[config.mk]
export PLATFORM = sky130hd
export DESIGN_NAME = read_from_fifo_rx_flat
export DESIGN_NICKNAME = d
export VERILOG_FILES = /design/src/rtl/read_from_fifo_rx_if.sv /design/src/rtl/read_from_fifo_rx.sv /design/src/flat_wrapper.sv
export SDC_FILE = /design/constraint.sdc
export NUM_CORES = 1
export LEC_CHECK = 0
export CAP_MARGIN = 20
export CORE_ASPECT_RATIO = 0.9
export CORE_MARGIN = 5
export CORE_UTILIZATION = 49
export CTS_CLUSTER_DIAMETER = 120
export DETAILED_ROUTE_END_ITERATION = 8
export PLACE_DENSITY = 0.79
export SYNTH_ARGS = -nofsm -noshare
export SYNTH_HDL_FRONTEND = slang
export SYNTH_SLANG_ARGS = --single-unit
[constraint.sdc]
create_clock -name ckht -period 1.8 [get_ports ckht]
set_clock_uncertainty 0.1 [all_clocks]
set_input_delay 0.36 -clock ckht [delete_from_list [all_inputs] [get_ports ckht]]
set_output_delay 0.36 -clock ckht [all_outputs]
set_load 0.05 [all_outputs]
[src/rtl/read_from_fifo_rx_if.sv]
// Handshake bundle between the RX FIFO drain and its FIFO/consumer environment.
interface read_from_fifo_rx_if #(
   parameter int DATA_W = 8,
   parameter int CNT_W  = 16
);
   logic              fifo_empty;
   logic [DATA_W-1:0] fifo_rdata;
   logic              rd_en;
   logic [DATA_W-1:0] data_out;
   logic              data_valid;
   logic              ready;
   logic [CNT_W-1:0]  byte_cnt;

   modport master (
      input  fifo_empty, fifo_rdata, ready,
      output rd_en, data_out, data_valid, byte_cnt
   );

   modport slave (
      output fifo_empty, fifo_rdata, ready,
      input  rd_en, data_out, data_valid, byte_cnt
   );
endinterface

[src/rtl/read_from_fifo_rx.sv]
// RX FIFO drain: strobes one read, waits RD_LAT cycles, holds the byte on valid/ready (rd_en -> data_valid is RD_LAT+1 cycles).
// Back-pressure: while ready is low the byte is held and no further reads are issued; GAP idle cycles follow each handshake.
module read_from_fifo_rx #(
   parameter int DATA_W = 8,
   parameter int RD_LAT = 1,
   parameter int GAP    = 3,
   parameter int CNT_W  = 16
) (
   input logic                 ckht,
   input logic                 rst,
   read_from_fifo_rx_if.master bus
);

   typedef enum logic [2:0] {
      S_IDLE = 3'd0,
      S_READ = 3'd1,
      S_WAIT = 3'd2,
      S_HOLD = 3'd3,
      S_GAP  = 3'd4
   } state_t;

   localparam logic [1:0] WAIT_LAST = 2'(RD_LAT - 1);
   localparam logic [3:0] GAP_LAST  = (GAP == 0) ? 4'd0 : 4'(GAP - 1);

   state_t            state;
   logic [1:0]        wait_cnt;
   logic [3:0]        gap_cnt;
   logic              rd_en_q;
   logic              valid_q;
   logic [DATA_W-1:0] data_q;
   logic [CNT_W-1:0]  cnt_q;

   always_ff @(posedge ckht or negedge rst) begin
      if (!rst) begin
         state    <= S_IDLE;
         wait_cnt <= '0;
         gap_cnt  <= '0;
         rd_en_q  <= 1'b0;
         valid_q  <= 1'b0;
         data_q   <= '0;
         cnt_q    <= '0;
      end else begin
         case (state)
            S_IDLE: begin
               if (!bus.fifo_empty) begin
                  state   <= S_READ;
                  rd_en_q <= 1'b1;
               end
            end
            S_READ: begin
               state    <= S_WAIT;
               rd_en_q  <= 1'b0;
               wait_cnt <= '0;
            end
            S_WAIT: begin
               // fifo_rdata is valid only in the last WAIT cycle
               if (wait_cnt == WAIT_LAST) begin
                  data_q  <= bus.fifo_rdata;
                  valid_q <= 1'b1;
                  state   <= S_HOLD;
               end else begin
                  wait_cnt <= wait_cnt + 2'd1;
               end
            end
            S_HOLD: begin
               if (bus.ready) begin
                  valid_q <= 1'b0;
                  cnt_q   <= cnt_q + 1'b1;
                  if (GAP != 0) begin
                     state   <= S_GAP;
                     gap_cnt <= '0;
                  end else if (!bus.fifo_empty) begin
                     state   <= S_READ;
                     rd_en_q <= 1'b1;
                  end else begin
                     state <= S_IDLE;
                  end
               end
            end
            S_GAP: begin
               if (gap_cnt == GAP_LAST) begin
                  state <= S_IDLE;
               end else begin
                  gap_cnt <= gap_cnt + 4'd1;
               end
            end
            default: begin
               state   <= S_IDLE;
               rd_en_q <= 1'b0;
               valid_q <= 1'b0;
            end
         endcase
      end
   end

   assign bus.rd_en      = rd_en_q;
   assign bus.data_valid = valid_q;
   assign bus.data_out   = data_q;
   assign bus.byte_cnt   = cnt_q;

endmodule

[src/flat_wrapper.sv]
// flat-port wrapper written by rule: the top's interface ports become plain ports
module read_from_fifo_rx_flat 
#(
   parameter int DATA_W = 8,
   parameter int RD_LAT = 1,
   parameter int GAP    = 3,
   parameter int CNT_W  = 16
)
  (ckht, rst, bus_fifo_empty, bus_fifo_rdata, bus_ready, bus_rd_en, bus_data_out, bus_data_valid, bus_byte_cnt);
  read_from_fifo_rx_if #(.DATA_W(DATA_W), .CNT_W(CNT_W)) bus_i ();
  input logic ckht;
  input logic rst;
  input wire logic [$bits(bus_i.fifo_empty)-1:0] bus_fifo_empty;
  input wire logic [$bits(bus_i.fifo_rdata)-1:0] bus_fifo_rdata;
  input wire logic [$bits(bus_i.ready)-1:0] bus_ready;
  output wire logic [$bits(bus_i.rd_en)-1:0] bus_rd_en;
  output wire logic [$bits(bus_i.data_out)-1:0] bus_data_out;
  output wire logic [$bits(bus_i.data_valid)-1:0] bus_data_valid;
  output wire logic [$bits(bus_i.byte_cnt)-1:0] bus_byte_cnt;
  assign bus_i.fifo_empty = bus_fifo_empty;
  assign bus_i.fifo_rdata = bus_fifo_rdata;
  assign bus_i.ready = bus_ready;
  assign bus_rd_en = bus_i.rd_en;
  assign bus_data_out = bus_i.data_out;
  assign bus_data_valid = bus_i.data_valid;
  assign bus_byte_cnt = bus_i.byte_cnt;
  read_from_fifo_rx #(.DATA_W(DATA_W), .RD_LAT(RD_LAT), .GAP(GAP), .CNT_W(CNT_W)) u_core (.ckht(ckht), .rst(rst), .bus(bus_i));
endmodule
== After elaboration in Yosys (flattened, before gate mapping) ==
Cells that the tools add are included.

* Register bits after elaboration: 35
* Bits in latches: 0
* RAM bits: 0
* ROM bits: 0
* Input bits: 12
* Output and inout port bits: 26
* Logic and storage cells: 51
* Memories kept: 0

* Add/sub/neg operators: 3
* Multipliers: 0
* Divide/modulo/power cells: 0
* Magnitude comparators: 0
* Eq/ne operators: 11
* Shift-type cells: 0
* Muxes and demuxes: 15
* Bitwise operators: 2
* Reductions and logical operators: 13

{| class="wikitable"
|+ Operator list
! operator !! count
|-
| $add 16x1->16 const B || 1
|-
| $pmux 3 s5 || 1
|-
| $mux 3 || 4
|-
| $mux 4 || 2
|-
| $ne 2x2->1 const B || 4
|-
| $pmux 4 s2 || 1
|-
| $reduce_and 2->1 || 4
|-
| $eq 3x2->1 const B || 2
|-
| $reduce_and 3->1 || 2
|-
| $reduce_or 3->1 || 2
|-
| $add 4x1->4 const B || 1
|-
| $eq 4x2->1 const B || 1
|-
| $ne 2x1->1 const B || 2
|-
| $pmux 2 s2 || 1
|-
| $reduce_and 4->1 || 1
|-
| $reduce_bool 2->1 || 2
|-
| $eq 3x1->1 const B || 1
|-
| $eq 3x3->1 const B || 1
|-
| $logic_not 3->1 || 1
|-
| $mux 1 || 3
|-
| $pmux 1 s3 || 1
|-
| $add 2x1->2 const B || 1
|-
| $logic_not 2->1 || 1
|-
| $mux 2 || 1
|-
| 2 further kinds || 3
|}

== Depth between registers and ports, before layout ==
Gate-level depths: netlist of the first run.

* Depth in word-level cells: 4
* Gate-level depth with buffers: 6
* Gate-level depth less buffers: 6

== Least setup slack after synthesis of the first run ==
Ideal clock, no wire load.

* Path kind: register to register
* Start: register u_core.cnt_q[6], in the netlist u_core.bus.byte_cnt[6]
* End: register u_core.cnt_q[13], in the netlist u_core.bus.byte_cnt[13]
* Setup time: 0.141 ns
* Arrival time: 1.541 ns
* Required time: 1.559 ns
* Setup slack: 0.018 ns
* Stages on the path, launching flop included: 5
* Path buffers: 0
* Clock period less this slack: 1.782 ns
* Path through: dfrtp_1 nand3_1 nor4_4 nand3_1 xnor2_1

* Cells in the longest elaborated chain, start to end: 1

{| class="wikitable"
|+ RTL lines
! item !! RTL line !! RTL
|-
| start, declared || read_from_fifo_rx.sv:31 || <nowiki>logic [CNT_W-1:0] cnt_q;</nowiki>
|-
| start signal, assigned || read_from_fifo_rx.sv:68 || <nowiki>cnt_q <= cnt_q + 1'b1;</nowiki>
|-
| $add 16x1->16 || read_from_fifo_rx.sv:68 ||
|}

No other way between the ends.
A chain may end at the register's enable or synchronous reset.

== Worst setup path in the final report of the first run ==
* Start: input port bus_ready
* End: register u_core.cnt_q[11], in the netlist u_core.bus.byte_cnt[11]

* Cells in the longest elaborated chain, start to end: 1

{| class="wikitable"
|+ RTL lines
! item !! RTL line !! RTL
|-
| start, declared || flat_wrapper.sv:15 || <nowiki>input wire logic [$bits(bus_i.ready)-1:0] bus_ready;</nowiki>
|-
| $reduce_and 2->1 (no line) || - ||
|}

No other way between the ends.

==> flow_summary_export.csv, run 1 <==
group,metric,value,unit
final_layout,area_delta_synth_final,37.1,%
synthesis,yosys.area_share.adder,3.11,%
placed_design,finalWeightedCongestion,0.778,
synthesis,synth_mux_area_share,7.54,%
synthesis,synth_xor_area_share,8.16,%
die,row_count,19,
clock_network,cts_buffer_depth,2,
synthesis,synth.area.top_cells,"dfrtp_1 54%, mux2_2 6.3%, xnor2_1 6.0%, nand2_1 3.7%, nand3_1 3.4%",
die,die_h,64.4,um
synthesis,ys.flop_type,"dfrtp_1",
timing,hold_viol_final,0,
pwr,peakVddDrop,1.09,mV
die,start_util,51.7,%
synthesis,yosys_register_bits,35,
pwr,p_seq_share,35.7,%
pwr,p_total,3.42,mW
synthesis,synth_largest_area_cell,"dfrtp_1",
critical_path,crit_type,"in2reg",
synthesis,synth.distinct_cells,34,
pwr,p_switching,1.48,mW
clock_network,clkTransAtPathRegs,0.07,ns
clock_network,clock-root-buffer,"clkbuf_8",
min_path,hold_class,"in2async",
final_layout,fin_nets,207,
clock_network,postCtsHoldBufs,0,
clock_network,cts_tree,"done",
pwr,sw_frac_of_total,43.1,%
placed_design,port_buffers,37,
timing,finalWorstSetupSlack,0.126,ns
final_layout,fillers,232,
grt,grt_max_degree,36,
run,cap_violations,0,
clock_network,worstSkewPairLatency,0.29,ns
synthesis,yosys.area_share.simple,17.8,%
clock_network,cts_max_level,2,
pwr,leakagePower,1.07,nW
drt,post_drt_wl_per_cell,13.9,um
die,ioPinCount,38,
drt,num_vias,1196,
clock_network,clock-sinks,35,
clock_network,postCtsSetupRepairBufs,0,
die,die_area,0.00453,mm^2
timing,rsz0062_at_grt,"no",
grt,grt_pass1_wl,5540,um
synthesis,syn_area_per_cell,11.7,um^2
timing,worst_pin_slew,0.431,ns
critical_path,required,1.87,ns
pwr,p_comb_share,48.5,%
drt,drt_wl_total,3250,um
pwr,clockPowerShare,15.9,%
final_layout,layout-drive-gt1-share,31.3,%
drt,drt_pass1_iterations,4,
timing,finalCriticalPeriod,1.67,ns
synthesis,synth_cells,138,
critical_path,worst_setup_path_start_kind,"input pin",
synthesis,yosysWarnings,0,
synthesis,synth_compound_area_share,6.84,%
clock_network,cts_made_buffers,5,
status,outcome,"complete, no violations",
critical_path,arrival,1.74,ns
grt,grt_overflow,0,
timing,finalMaxSlewViolations,0,
timing,setup_viol,0,
final_layout,finish.utilization,70.9,%
critical_path,endpoint_kind,"flip-flop",
synthesis,synth-async-reset-ratio,100,%
drt,drtIter0Drc,100,
synthesis,netlist.area_leader.share,54.4,%
critical_path,cp_max_fo,4,
synthesis,synth-edff-count,0,
timing,slew_headroom,71.3,%
pwr,intPower,1.95,mW
drt,viasPerCell,5.11,
grt,antenna_found_initial,0,
final_layout,diodes,0,
drt,drc,0,
grt,track_usage,15.5,%
die,die_x,70.4,um
pwr,power_density,1550,mW/mm^2
placed_design,pre_cts_ws,-0.194,ns
synthesis,syn-num-nets,154,
placed_design,dp_hpwl,2480,um
synthesis,synth_top_family_by_area,"simple AND/OR/NAND/NOR gates",
grt,grt_pass1_vias,1250,
timing,fmax,597,MHz
drt,detail-route-antenna-nets,0,
timing,fin_crit_sh,93.0,%
die,core_area,0.00311,mm^2
synthesis,synth.cell_area,0.00161,mm^2
synthesis,synth_seq_area_share,54.4,%
area by class of cell:
class,count,area (um^2),share of cell area (%)
clock buffers,5,68.8,3.12
clock inverters,3,15.0,0.680
inverters,5,18.8,0.850
multi-input cells,95,718,32.5
flip-flops and latches,35,876,39.7
well taps,42,52.6,2.38
repair buffers,49,458,20.7
power by group through the flow:
stage | Clock [mW] | Combinational [mW] | Sequential [mW]
2_1_floorplan | 0 | 0.572 | 1.69
3_3_place_gp | 0 | 1.62 | 1.21
3_5_place_dp | 0 | 1.66 | 1.23
4_1_cts | 0.558 | 1.66 | 1.22
5_1_grt | 0.600 | 1.77 | 1.26
6_report | 0.543 | 1.66 | 1.22
worst max-delay path, stage by stage:
cell and delay, ns:
clkdlybuf4s50_1 0.52, nand4b_4 0.17, nor4_4 0.40, nand3_1 0.14
xnor2_1 0.15
cell families after synthesis:
| family | count (synthesis) |
|---|---|
| simple gates | 49 |
| flops | 35 |
| compound gates | 16 |
| xor+xnor | 15 |
| mux | 11 |
| buf+inv | 8 |
| fa+ha+maj | 4 |
final timing paths:
path	startpoint	to	slack, ns	depth (start not counted)
max in group asynchronous	rst	u_core.state[0]	0.90	2
worst min-delay path	rst	u_core.wait_cnt[0]	0.38	2
worst max register to register	u_core.state[2]	u_core.bus.byte_cnt[11]	0.13	4
worst max-delay path	bus_ready	u_core.bus.byte_cnt[11]	0.13	5
min in group ckht	u_core.bus.byte_cnt[15]	u_core.bus.byte_cnt[15]	0.40	1
worst min register to register	u_core.bus.byte_cnt[15]	u_core.bus.byte_cnt[15]	0.40	1
state kept, by name, indices dropped and copies added, names as in the netlist:
register and count:
u_core.wait_cnt 2, u_core.gap_cnt 4, u_core.bus.rd_en 1, u_core.bus.byte_cnt 16, u_core.bus.data_out 8, u_core.bus.data_valid 1
u_core.state 3
routing by layer:
metal | share of wire, % | GRT usage [%] | wire [um] | up-vias
met4 | 0.86 | 5.02 | 28 | 0
met5 | 0 | 0 | 0 | -
li1 | - | - | - | 582
met3 | 6.5 | 6.58 | 210 | 3
met1 | 42 | 17.8 | 1370 | 582
met2 | 50 | 26.2 | 1640 | 29
metrics by stage:
stage | TNS (ns) | cell area (um^2) | cells | hold WS [ns]
2_1_floorplan | 0 | 1610 | 138 | -0.0356
3_3_place_gp | -1.45 | 2100 | 226 | 0.366
3_5_place_dp | -2.00 | 2100 | 226 | 0.379
4_1_cts | 0 | 2190 | 234 | 0.391
5_1_grt | 0 | 2210 | 234 | 0.422
6_report | 0 | 2210 | 234 | 0.378
cell usage after synthesis (all sizes together), types with 3 or more instances:
master,n
a21oi,3
nor3,5
xnor2,11
inv,5
buf,3
and3,4
mux2,9
nand3,11
xor2,4
ha,4
dfrtp,35
nor2,5
o21ai,5
nand2,16
timing repair:
| item | 4_1_cts | 5_1_grt |
|---|---|---|
| resized for setup | 0 | 2 |
| endpoints found under the hold margin | 0 | 0 |
| endpoints found under the setup margin | 0 | 2 |
cell usage in the layout (no fill, tap or decap), types with 2 or more instances in the layout:
cell,n
a21oi_1,3
and3_1,4
buf_12,5
buf_4,33
clkbuf_8,5
clkdlybuf4s50_1,11
clkinv_2,3
dfrtp_1,35
ha_1,4
inv_1,5
mux2_2,9
mux2i_1,2
nand2_1,16
nand3_1,11
nor2_1,5
nor3_1,4
nor4_4,2
o21ai_0,5
xnor2_1,11
xor2_1,4
(Power assumes the default switching activity.)
==> run 2, diff against run 1 <==
--- a/config.mk
+++ b/config.mk
@@ -11,6 +11,7 @@
 export CORE_UTILIZATION = 49
 export CTS_CLUSTER_DIAMETER = 120
 export DETAILED_ROUTE_END_ITERATION = 8
+export GPL_ROUTABILITY_DRIVEN = 0
 export PLACE_DENSITY = 0.79
 export SYNTH_ARGS = -nofsm -noshare
 export SYNTH_HDL_FRONTEND = slang
==> results of run 2 <==
Same layout as run 1: the final DEF is identical, and so are final timing and power.
